$ cat src/rtl/pipe_stage_buf.sv
// pipe_stage_buf: elastic pipeline-stage register with 1..4 entries, valid/ready handshake and flush.
// Define PIPE_STAGE_PERF_EN to add saturating stall/bubble counters (stall_cnt_o, bubble_cnt_o).
module pipe_stage_buf #(
  parameter int unsigned DATA_W    = 128,
  parameter int unsigned DEPTH     = 2,
  parameter logic [31:0] NOP_INSTR = 32'h00000013
) (
  input  logic              clk_i,
  input  logic              rst_ni,
  input  logic              flush_i,
  input  logic              valid_i,
  output logic              ready_o,
  input  logic [31:0]       instr_i,
  input  logic [31:0]       pc_i,
  input  logic [DATA_W-1:0] data_i,
  output logic              valid_o,
  input  logic              ready_i,
  output logic [31:0]       instr_o,
  output logic [31:0]       pc_o,
  output logic [DATA_W-1:0] data_o,
  output logic [2:0]        count_o
`ifdef PIPE_STAGE_PERF_EN
  ,
  output logic [31:0]       stall_cnt_o,
  output logic [31:0]       bubble_cnt_o
`endif
);

  localparam int unsigned     PTR_W    = (DEPTH > 1) ? $clog2(DEPTH) : 1;
  localparam logic [PTR_W-1:0] LAST_PTR = PTR_W'(DEPTH - 1);

  typedef struct packed {
    logic [31:0]       instr;
    logic [31:0]       pc;
    logic [DATA_W-1:0] data;
  } entry_t;

  if (DEPTH < 1 || DEPTH > 4) begin : g_bad_depth
    $error("pipe_stage_buf: DEPTH must be in 1..4");
  end

  entry_t           mem [DEPTH];
  entry_t           head;
  logic [PTR_W-1:0] rd_ptr;
  logic [PTR_W-1:0] wr_ptr;
  logic [2:0]       count;
  logic             empty;
  logic             push;
  logic             pop;

  function automatic logic [PTR_W-1:0] ptr_inc(input logic [PTR_W-1:0] p);
    return (p == LAST_PTR) ? '0 : p + 1'b1;
  endfunction

  assign empty   = (count == 3'd0);
  assign valid_o = !empty;
  assign count_o = count;

  // A single register must be able to take a new entry while its current one leaves.
  if (DEPTH == 1) begin : g_ready_reg
    assign ready_o = empty || ready_i;
  end else begin : g_ready_skid
    assign ready_o = (count < 3'(DEPTH));
  end

  assign push = valid_i && ready_o && !flush_i;
  assign pop  = valid_o && ready_i;

  // NOTE: sequential state uses non-blocking assignments so every flop samples pre-edge values.
  always_ff @(posedge clk_i) begin
    if (!rst_ni) begin
      count  <= 3'd0;
      rd_ptr <= '0;
      wr_ptr <= '0;
    end else if (flush_i) begin
      count  <= 3'd0;
      rd_ptr <= '0;
      wr_ptr <= '0;
    end else begin
      if (push) wr_ptr <= ptr_inc(wr_ptr);
      if (pop)  rd_ptr <= ptr_inc(rd_ptr);
      count <= count + {2'b00, push} - {2'b00, pop};
    end
  end

  // NOTE: payload storage has no reset; an entry is only visible once count covers it.
  always_ff @(posedge clk_i) begin
    if (push) mem[wr_ptr] <= '{instr: instr_i, pc: pc_i, data: data_i};
  end

  // NOTE: every field gets a default before the conditional override, so no latch is inferred.
  always_comb begin
    head = mem[rd_ptr];
    if (empty) head = '{instr: NOP_INSTR, pc: '0, data: '0};
  end

  assign instr_o = head.instr;
  assign pc_o    = head.pc;
  assign data_o  = head.data;

`ifdef PIPE_STAGE_PERF_EN
  // Counters survive flush; they only clear on reset and stick at all-ones.
  always_ff @(posedge clk_i) begin
    if (!rst_ni) begin
      stall_cnt_o  <= '0;
      bubble_cnt_o <= '0;
    end else begin
      if (valid_o && !ready_i && stall_cnt_o != '1)  stall_cnt_o  <= stall_cnt_o + 32'd1;
      if (ready_i && !valid_o && bubble_cnt_o != '1) bubble_cnt_o <= bubble_cnt_o + 32'd1;
    end
  end
`endif

endmodule
$ cat config.mk
export PLATFORM = sky130hd
export DESIGN_NAME = pipe_stage_buf
export DESIGN_NICKNAME = d
export VERILOG_FILES = /design/src/rtl/pipe_stage_buf.sv
export SDC_FILE = /design/constraint.sdc
export NUM_CORES = 1
export LEC_CHECK = 0
export ABC_AREA = 0
export ABC_CLOCK_PERIOD_IN_PS = 14100
export CELL_PAD_IN_SITES_DETAIL_PLACEMENT = 0
export CELL_PAD_IN_SITES_GLOBAL_PLACEMENT = 1
export CORE_MARGIN = 2
export CORE_UTILIZATION = 40
export DETAILED_ROUTE_END_ITERATION = 8
export HOLD_SLACK_MARGIN = 0.15
export PLACE_DENSITY_LB_ADDON = 0.1
export SYNTH_ARGS = -nofsm -noshare
export SYNTH_HDL_FRONTEND = slang
export SYNTH_SLANG_ARGS = --single-unit
$ cat constraint.sdc
create_clock -name clk_i -period 14.1 [get_ports clk_i]
set_input_delay 3.525 -clock clk_i [delete_from_list [all_inputs] [get_ports clk_i]]
set_output_delay 3.525 -clock clk_i [all_outputs]
set_load 0.05 [all_outputs]
Yosys cells after proc, flatten, opt, wreduce, memory -nomap -nowiden

Memories as Yosys holds them, arrays and structs flattened. A register that Yosys moved wholly into a read port is not among the register bits.
Cells that the tools add are included.

Add/sub/neg operators: 4
Magnitude comparators: 1
Mux-type cells: 7
Bitwise operators: 1
Reductions and logical operators: 7

Operators with widths:

| kind                  | number |
|---|---|
| $mux W192             | 1 |
| $mux W1               | 6 |
| $add A3 B1 Y3         | 1 |
| $logic_and A1 B1 Y1   | 3 |
| $logic_not A3 Y1      | 1 |
| $lt A3 B2 Y1 const B  | 1 |
| $sub A3 B1 Y3         | 1 |
| $add A1 B1 Y1 const B | 2 |
| $logic_not A1 Y1      | 2 |
| $reduce_or A2 Y1      | 1 |
| $not A1 Y1            | 1 |

Register bits: 5
Memory bits (writable): 384
Output and inout port bits: 197
Memories: 1

Memory list:

| memory | depth | bits a word | read ports | clocked after memory_dff | wr ports | line | RTL |
|---|---|---|---|---|---|---|---|
| mem    | 2     | 192         | 1          | 1                        | 1        | 42   | `entry_t mem [DEPTH];` |

Logic depth before layout (Yosys ltp)

Gate-level depths: netlist of the first run.

Depth after elaboration: 5
Gate-level depth with buffers: 10
Mapped depth without buffers: 10

Least setup slack after synthesis of the first run

OpenSTA, ideal clock, no wires.

Path type: input to register
Start: input port flush_i
End: memory mem[0][0] in the netlist's numbering, enable pin
Setup time: 0.748 ns
Arrival time: 11.765 ns
Required time: 13.352 ns
Path slack: 1.586 ns
Stages on the path: 2
Buffers on the path: 0
Cells stage by stage: nand3b_1 nor2_1

Cells in the longest elaborated chain, start to end: 4

RTL lines:

| item                          | line | RTL |
|---|---|---|
| start: declaration            | 10   | `input logic flush_i,` |
| $logic_not A1 Y1              | 66   | `assign push = valid_i && ready_o && !flush_i;` |
| $logic_and A1 B1 Y1           | 66   |  |
| $mux W1                       | 88   | `if (push) mem[wr_ptr] <= '{instr: instr_i, pc: pc_i, data: data_i};` |
| $mux W1 (implied by the code) | 88   |  |
| end: declaration              | 42   |  |

Every way passes these cells.

==> results.py, run 1 <==
metrics = {
    "outcome": {
        "outcome": "complete, no violations",
    },
    "logic_synthesis": {
        "netlist_instances": 844,
        "ys_warn_count": 0,
        "synth.distinct_cells": 17,
        "syn_nets": 1045,
        "ys_seq_elements": 390,
        "avgSynthCellArea_sq_um": 17.63,
        "ys_seq_area_share_pct": 78.31,
        "synth_area_sq_mm": 0.01488,
    },
    "grt": {
        "antenna_found_initial": 6,
        "grt_pass1_wl_mm": 50.52,
        "grt_max_degree": 189,
        "grt_usage_pct": 17.35,
        "grt_overflow_total": 0,
        "grt_pass1_vias": 8646,
    },
    "drt": {
        "postRouteAntennaNets": 0,
        "drc": 0,
        "drtIter0Drc": 300,
        "wl_per_cell_um": 19.46,
        "routed_wl_mm": 34.13,
        "num_vias": 8420,
        "dr.pass1.iters": 4,
        "avgViaCountPerCell": 4.800,
    },
    "critical_path": {
        "path_depth": 5,
        "rrSetupSlack_ps": 10730,
        "crit_fanout": 55,
        "crit_type": "flip-flop to primary output",
        "cp-start-kind": "flip-flop",
        "worstRegToRegCells": 6,
        "crit_chain": "buf_4 -> buf_4 -> mux2i_1 -> nor2_1 -> clkdlybuf4s50_1",
        "worst_path_max_delay_cell": "buf_4",
        "reg2reg_to": "mem[0][180]",
        "crit_required_ps": 10570,
        "path_common_cell": "buf_4",
        "crit_path_end": "data_o[62]",
        "cpPeakStageDelay_ps": 910,
        "cp.arrival_ps": 4220,
        "path_buf_inv": 3,
        "cp_top_family": "buffers and inverters",
        "r2r-start": "count_o[1]",
        "critPathCaptureType": "primary output",
    },
    "sta": {
        "fin_skew_ps": 10.72,
        "hold_viol": 0,
        "setup_viol": 0,
        "max_freq_ghz": 0.1292,
        "max-slew-margin-rel_pct": 28.14,
        "tightest_slew_ps": 1078,
        "fin_crit_sh_pct": 54.90,
        "setup_tns_ps": 0,
        "rsz0062_at_grt": "no",
        "slew_viol_final": 0,
        "finalCriticalPeriod_ps": 7741,
    },
    "cts": {
        "clock_latency_ps": 550,
        "htreeDepth": 2,
        "cts.hold.buffers_added": 0,
        "clock-sinks": 390,
        "cts_tree": "done",
        "cts_resized": 0,
        "clockRootBuffer": "clkbuf_16",
        "ctsLongestPathBuffers": 3,
        "numCtsBuffers": 43,
        "path_clk_slew_ps": 50,
        "cts_setup_buffers": 0,
    },
    "floorplanning": {
        "start_util_pct": 40.64,
        "coreArea_sq_mm": 0.03661,
        "dieHeight_um": 196.9,
        "die_w_um": 196.9,
        "ioPinCount": 394,
        "num_rows": 70,
        "die_area_sq_mm": 0.03875,
    },
    "power": {
        "p_int_mw": 2.074,
        "seq_power_share_pct": 47.6,
        "leakage_nw": 6.461,
        "power.switching_mw": 0.7164,
        "p_clk_share_pct": 36.9,
        "power_per_cell_area_mw_per_mm2": 136.8,
        "peakVddDrop_mv": 0.09276,
        "p_sw_share_pct": 25.67,
        "combPwrFrac_pct": 15.5,
    },
    "cells_and_area": {
        "layout_commonest_cell": "clkdlybuf4s50_1",
        "nFillCells": 2987,
        "final_cell_mix": "clkdlybuf4s50_1 (393), edfxtp_1 (384), nor2_1 (195), mux2i_1 (192), clkbuf_16 (45)",
        "drive_gt1_share_pct": 5.382,
        "finish.net_count": 1450,
        "finalNonFillerCells": 1754,
        "area_growth_pct": 37.10,
    },
    "place": {
        "gp_congestion": 0.7189,
        "dp_cells": 1672,
        "dp_hpwl_mm": 21.43,
        "port_buffers": 393,
    },
    "min_path": {
        "hold_path.class": "flip-flop to flip-flop",
    },
    "run": {
        "maxCapViolCount": 0,
    },
}
final cells by class:
type                       count  area, sq um  area share, %
multi-input combinational    403         2803          13.74
sequential                   390        11650          57.14
inverter                       8        30.03         0.1472
tap                          468        585.6          2.871
antenna                        4        10.01        0.04907
timing repair buffer         403         4021          19.71
clock inverter                19        115.1         0.5643
clock buffer                  59         1179          5.778
kinds of logic after synthesis:
kind of cell	count (synthesis)	share of synthesized area, %
flip-flops	390	78.31
AO/OA/AOI/OAI	1	0.05048
multiplexers	192	12.92
XOR/XNOR	3	0.1766
buffers and inverters	51	2.985
adder cells (fa/ha/maj)	4	0.3869
AND/OR/NAND/NOR	203	5.172
per-stage QoR:
step	total power, mW	utilization (%)	instance area (sq um)	setup WS [ps]	hold slack [ps]
5_1_grt	2.896	55.70	20390	6075	540.3
2_1_floorplan	1.626	-	14880	1586	472.5
6_report	2.791	55.72	20400	6359	511.6
3_3_place_gp	1.788	52.16	19090	6790	488.7
3_5_place_dp	1.791	52.16	19090	6810	495.3
4_1_cts	2.829	55.69	20390	6199	514.9
cell usage after synthesis (all sizes together):
library cell / instances / share of area [%]
edfxtp: 384 / 78
nor2: 197 / 5.0
mux2i: 192 / 13
buf: 43 / 2.8
inv: 8 / 0.20
dfxtp: 6 / 0.81
ha: 3 / 0.25
nand2: 3 / 0.076
xnor2: 2 / 0.12
fa: 1 / 0.13
nand2b: 1 / 0.042
nand3b: 1 / 0.050
nor3: 1 / 0.034
o31ai: 1 / 0.050
xor2: 1 / 0.059
how the worst min path moves through the flow:
| stage | from | to | slack (ps) | cells after the start |
|---|---|---|---|---|
| floorplan | rd_ptr | flip-flop | 470 | 2 |
| global placement | rd_ptr | rd_ptr | 490 | 2 |
| detailed placement | rd_ptr | flip-flop | 500 | 2 |
| CTS | rd_ptr | rd_ptr | 510 | 2 |
| global route | rd_ptr | flip-flop | 540 | 2 |
| finish | rd_ptr | rd_ptr | 510 | 2 |
flip-flops by register name, indices dropped and copies added (netlist names), named ones only:
signal	cells
count_o	3
mem	384
rd_ptr	1
wr_ptr	1
routing by layer:
metal / wire [um] / vias up / part of all wire, % / GRT usage [%]
met4: 1031 / 6 / 3.0 / 7.268
met2: 15870 / 290 / 47 / 27.29
li1: - / 3958 / - / -
met5: 39 / - / 0.11 / 0
met1: 13910 / 4096 / 41 / 21.34
met3: 3272 / 70 / 9.6 / 6.947
power by group through the flow:
stage / Sequential (mW) / Clock (mW) / Combinational (mW)
detailed placement: 1.35 / 0 / 0.438
CTS: 1.33 / 1.06 / 0.440
global route: 1.33 / 1.11 / 0.458
floorplan: 1.36 / 0 / 0.263
finish: 1.33 / 1.03 / 0.434
global placement: 1.35 / 0 / 0.437
tightest hold or removal path: cells and delay by family, from the launching register on:
kind | cells | cell delay (ps)
DFF | 1 | 320
and+or+nand+nor | 1 | 80
xor gates and xnor gates | 1 | 80
Power figures use the tool's default switching activity.
==> run 2: changes to the inputs <==
Settings changed: ABC_CLOCK_PERIOD_IN_PS 14100 to 8000.
Clock period 14.1 ns to 8 ns, I/O delays scaled along.
==> results.py, run 2 (synthesized netlist as in run 1, its figures left out) <==
metrics = {
    "drt": {
        "drtIter0Drc": 356,
        "wl_per_cell_um": 19.31,
        "routed_wl_mm": 33.94,
        "avgViaCountPerCell": 4.769,
        "num_vias": 8379,
        "dr.pass1.iters": 4,
        "drc": 0,
        "postRouteAntennaNets": 0,
    },
    "cts": {
        "cts_resized": 0,
        "clock_latency_ps": 550,
        "numCtsBuffers": 42,
        "cts.hold.buffers_added": 0,
        "clock-sinks": 390,
        "ctsLongestPathBuffers": 3,
        "path_clk_slew_ps": 60,
        "htreeDepth": 2,
        "cts_tree": "done",
        "cts_setup_buffers": 0,
        "clockRootBuffer": "clkbuf_16",
    },
    "place": {
        "gp_congestion": 0.7396,
        "dp_cells": 1672,
        "dp_hpwl_mm": 21.58,
        "dp_worst_setup_slack_ps": 2995,
        "port_buffers": 393,
    },
    "power": {
        "p_int_mw": 3.751,
        "peakVddDrop_mv": 0.1767,
        "seq_power_share_pct": 46.7,
        "power.switching_mw": 1.262,
        "p_sw_share_pct": 25.17,
        "power_per_cell_area_mw_per_mm2": 244.5,
        "p_clk_share_pct": 38.1,
        "leakage_nw": 6.498,
        "combPwrFrac_pct": 15.2,
    },
    "min_path": {
        "holdPathStages": 2,
        "hold_path.class": "flip-flop to flip-flop",
        "min_from": "rd_ptr",
    },
    "cells_and_area": {
        "final_cell_mix": "clkdlybuf4s50_1 (393), edfxtp_1 (384), nor2_1 (195), mux2i_1 (192), clkbuf_16 (45)",
        "drive_gt1_share_pct": 5.616,
        "nFillCells": 2945,
        "largest_reg_flops": 384,
        "finalNonFillerCells": 1757,
        "top_register": "mem",
        "layout_commonest_cell": "clkdlybuf4s50_1",
        "finish.net_count": 1449,
        "area_growth_pct": 37.83,
    },
    "grt": {
        "grt_pass1_vias": 8556,
        "grt_overflow_total": 0,
        "grt_usage_pct": 17.26,
        "grt_max_degree": 170,
        "antenna_found_initial": 9,
        "grt_pass1_wl_mm": 50.36,
    },
    "sta": {
        "hold_viol": 0,
        "max_freq_ghz": 0.1804,
        "setup_viol": 0,
        "hold_ws_ps": 511.9,
        "slew_viol_final": 0,
        "fin_crit_sh_pct": 69.30,
        "setup_ws_ps": 2456,
        "finalCriticalPeriod_ps": 5544,
        "max-slew-margin-rel_pct": 21.78,
        "rsz0062_at_grt": "no",
        "setup_tns_ps": 0,
        "tightest_slew_ps": 1173,
        "fin_skew_ps": 14.34,
    },
    "run": {
        "maxCapViolCount": 0,
    },
    "critical_path": {
        "worstRegToRegCells": 5,
        "crit_type": "flip-flop to primary output",
        "worst_path_max_delay_cell": "dfxtp_4",
        "reg2reg_to": "mem[1][82]",
        "cpPeakStageDelay_ps": 1050,
        "crit_required_ps": 6000,
        "r2r-start": "count_o[1]",
        "crit_fanout": 89,
        "cp-start-kind": "flip-flop",
        "rrSetupSlack_ps": 5040,
        "cp.arrival_ps": 3540,
        "critPathCaptureType": "primary output",
        "cp_top_family": "buffers and inverters",
        "crit_chain": "buf_12 -> mux2i_1 -> nor2_1 -> clkdlybuf4s50_1",
        "path_buf_inv": 2,
    },
    "floorplanning": {
        "die_w_um": 196.9,
        "dieHeight_um": 196.9,
        "start_util_pct": 40.64,
        "num_rows": 70,
        "ioPinCount": 394,
        "die_area_sq_mm": 0.03875,
        "coreArea_sq_mm": 0.03661,
    },
    "outcome": {
        "outcome": "complete, no violations",
    },
}
[run 2: cell types whose count changed in the layout (fill, tap and decap cells not counted)]
cell | previous run | this run
buf_4 | 9 | 7
clkinv_1 | 9 | 7
clkinv_2 | 7 | 8
clkbuf_1 | 14 | 13
diode_2 | 4 | 7
inv_6 | 1 | 0
buf_12 | 1 | 3
bufinv_16 | 1 | 4
[run 2: routing by layer]
layer	vias up	track usage (%)	share of wire [%]
met5	-	0	0.13
met4	6	6.628	2.3
met3	51	7.033	9.6
met2	295	27.85	47
met1	4061	20.79	41
li1	3966	-	-
[run 2: cell type report]
class	instances	area (sq um)	area share, %
repair buffers	403	4046	19.73
clock buffers	58	1175	5.729
diodes	7	17.52	0.08542
clock inverters	20	193.9	0.9458
well taps	468	585.6	2.856
multi-input cells	403	2803	13.67
inverters	8	30.03	0.1464
flip-flops and latches	390	11650	56.84
[run 2: power by group through the flow]
stage | logic (mW) | clock network (mW) | registers (mW)
after floorplan | 0.464 | 0 | 2.40
after global placement | 0.768 | 0 | 2.38
after detailed placement | 0.771 | 0 | 2.39
after CTS | 0.773 | 1.96 | 2.34
after global routing | 0.805 | 2.04 | 2.35
final | 0.762 | 1.91 | 2.34
[run 2: worst max path at each step]
stage | from | endpoint | slack (ps) | cells past startpoint
floorplan | flush_i | mem[0][0] | -2990 | 2
global placement | flip-flop | pc_o[4] | 2990 | 4
detailed placement | flip-flop | pc_o[4] | 2990 | 4
CTS | flip-flop | pc_o[4] | 2410 | 4
global route | flip-flop | pc_o[4] | 2270 | 4
finish | flip-flop | pc_o[4] | 2460 | 4
[run 2: tightest hold or removal path: stages, from the launching register on]
cell and delay, ps:
dfxtp_1 330, xor2_1 80, nor2_1 70
[run 2: per-stage QoR]
step	total power, mW	utilization (%)	cell area, sq um
3_5_place_dp	3.157	52.22	19120
5_1_grt	5.192	55.99	20500
2_1_floorplan	2.865	-	14880
3_3_place_gp	3.152	52.22	19120
6_report	5.013	56.01	20510
4_1_cts	5.078	55.96	20490
==> run 3: changes to the inputs <==
Settings changed: ABC_CLOCK_PERIOD_IN_PS 8000 to 5300.
Clock period 8 ns to 5.3 ns, I/O delays scaled along.
==> results.py, run 3 (synthesized netlist as in run 1, its figures left out) <==
metrics = {
    "floorplanning": {
        "num_rows": 70,
        "die_w_um": 196.9,
        "dieHeight_um": 196.9,
        "die_area_sq_mm": 0.03875,
        "coreArea_sq_mm": 0.03661,
        "ioPinCount": 394,
        "start_util_pct": 40.64,
    },
    "sta": {
        "hold_viol": 0,
        "tightest_slew_ps": 977.1,
        "setup_tns_ps": 0,
        "fin_crit_sh_pct": 79.40,
        "slew_viol_final": 0,
        "finalCriticalPeriod_ps": 4208,
        "rsz0062_at_grt": "no",
        "setup_viol": 0,
        "max-slew-margin-rel_pct": 34.70,
        "max_freq_ghz": 0.2376,
        "fin_skew_ps": 11.58,
        "setup_ws_ps": 1092,
    },
    "cells_and_area": {
        "finish.net_count": 1458,
        "fin_util_pct": 56.32,
        "drive_gt1_share_pct": 5.969,
        "fin_area_sq_mm": 0.02062,
        "final_cell_mix": "clkdlybuf4s50_1 (393), edfxtp_1 (384), nor2_1 (195), mux2i_1 (192), clkbuf_16 (44)",
        "top_register": "mem",
        "area_growth_pct": 38.59,
        "layout_commonest_cell": "clkdlybuf4s50_1",
        "largest_reg_flops": 384,
    },
    "grt": {
        "antenna_found_initial": 10,
        "grt_pass1_wl_mm": 51.02,
        "grt_overflow_total": 0,
        "grt_usage_pct": 17.51,
        "grt_pass1_vias": 8679,
        "grt_max_degree": 99,
    },
    "power": {
        "leakage_nw": 6.539,
        "combPwrFrac_pct": 15.7,
        "power_per_cell_area_mw_per_mm2": 362.0,
        "power.total_mw": 7.464,
        "p_clk_share_pct": 37.0,
        "p_sw_share_pct": 25.63,
        "seq_power_share_pct": 47.3,
        "power.switching_mw": 1.913,
        "p_int_mw": 5.551,
        "peakVddDrop_mv": 0.2278,
    },
    "cts": {
        "path_clk_slew_ps": 60,
        "clock-sinks": 390,
        "clock_latency_ps": 540,
        "cts_setup_buffers": 0,
        "cts.hold.buffers_added": 0,
        "numCtsBuffers": 43,
        "clockRootBuffer": "clkbuf_16",
        "htreeDepth": 2,
        "cts_resized": 0,
        "cts_tree": "done",
        "ctsLongestPathBuffers": 3,
    },
    "critical_path": {
        "crit_fanout": 37,
        "cp_top_family": "buffers and inverters",
        "worst_path_max_delay_cell": "dfxtp_4",
        "cp-start-kind": "flip-flop",
        "crit_chain": "buf_12 -> mux2i_1 -> nor2_1 -> clkdlybuf4s50_1",
        "critPathCaptureType": "primary output",
        "rrSetupSlack_ps": 2890,
        "cp.arrival_ps": 2880,
        "crit_type": "flip-flop to primary output",
        "path_buf_inv": 2,
        "crit_required_ps": 3970,
        "cpPeakStageDelay_ps": 770,
    },
    "drt": {
        "wl_per_cell_um": 19.67,
        "routed_wl_mm": 34.69,
        "num_vias": 8386,
        "dr.pass1.iters": 7,
        "avgViaCountPerCell": 4.754,
        "drtIter0Drc": 363,
        "postRouteAntennaNets": 0,
        "drc": 0,
    },
    "run": {
        "maxCapViolCount": 0,
    },
    "place": {
        "dp_hpwl_mm": 23.06,
        "port_buffers": 393,
        "place_area_sq_mm": 0.01929,
        "dp_worst_setup_slack_ps": 1576,
        "gp_congestion": 0.7635,
    },
    "min_path": {
        "hold_path.class": "flip-flop to flip-flop",
    },
    "outcome": {
        "outcome": "complete, no violations",
    },
}
-- run 3: cell count changes in the layout (fill, tap and decap cells not counted), sizes merged --
cell	before	now
clkinv	15	16
bufinv	4	2
diode	7	6
inv	8	9
buf	10	18
clkbuf	58	57
clkinvlp	1	2
-- run 3: metal layers --
metal	vias to the layer above	global-route usage (%)	wire [um]
met5	-	0	65
met4	10	6.711	995
met3	73	7.461	3358
met2	287	28.46	16640
met1	4047	20.65	13640
li1	3969	-	-
-- run 3: stage by stage --
step	instances	hold WS [ps]
final	1764	512.5
after global routing	1762	558.0
after CTS	1758	512.4
after detailed placement	1680	499.5
after global placement	1680	487.8
after floorplan	844	472.5
-- run 3: worst min-delay path, cell delays in order (launching register included) --
cell and delay [ps]:
dfxtp_1 320, xor2_1 80, nor2_1 80
-- run 3: power by group through the flow --
stage	clock network [mW]	registers, mW	logic (mW)
finish	2.76	3.53	1.17
detailed placement	0	3.60	1.18
global route	2.97	3.54	1.23
CTS	2.85	3.53	1.19
global placement	0	3.59	1.18
floorplan	0	3.61	0.700
-- run 3: final cells by class --
type	instances	area (sq um)
timing repair buffer	411	4219
inverter	8	30.03
clock inverter	21	162.7
antenna	6	15.01
sequential	390	11650
fill	2983	15990
tap	468	585.6
multi-input combinational	403	2803
clock buffer	57	1150
-- run 3: final timing paths --
check                           startpoint          end  depth (start not counted)
worst min register to register      rd_ptr       rd_ptr                          2
worst max register to register  count_o[1]  mem[0][134]                          5
worst max-delay path             flip-flop  instr_o[11]                          4
worst min-delay path                rd_ptr       rd_ptr                          2
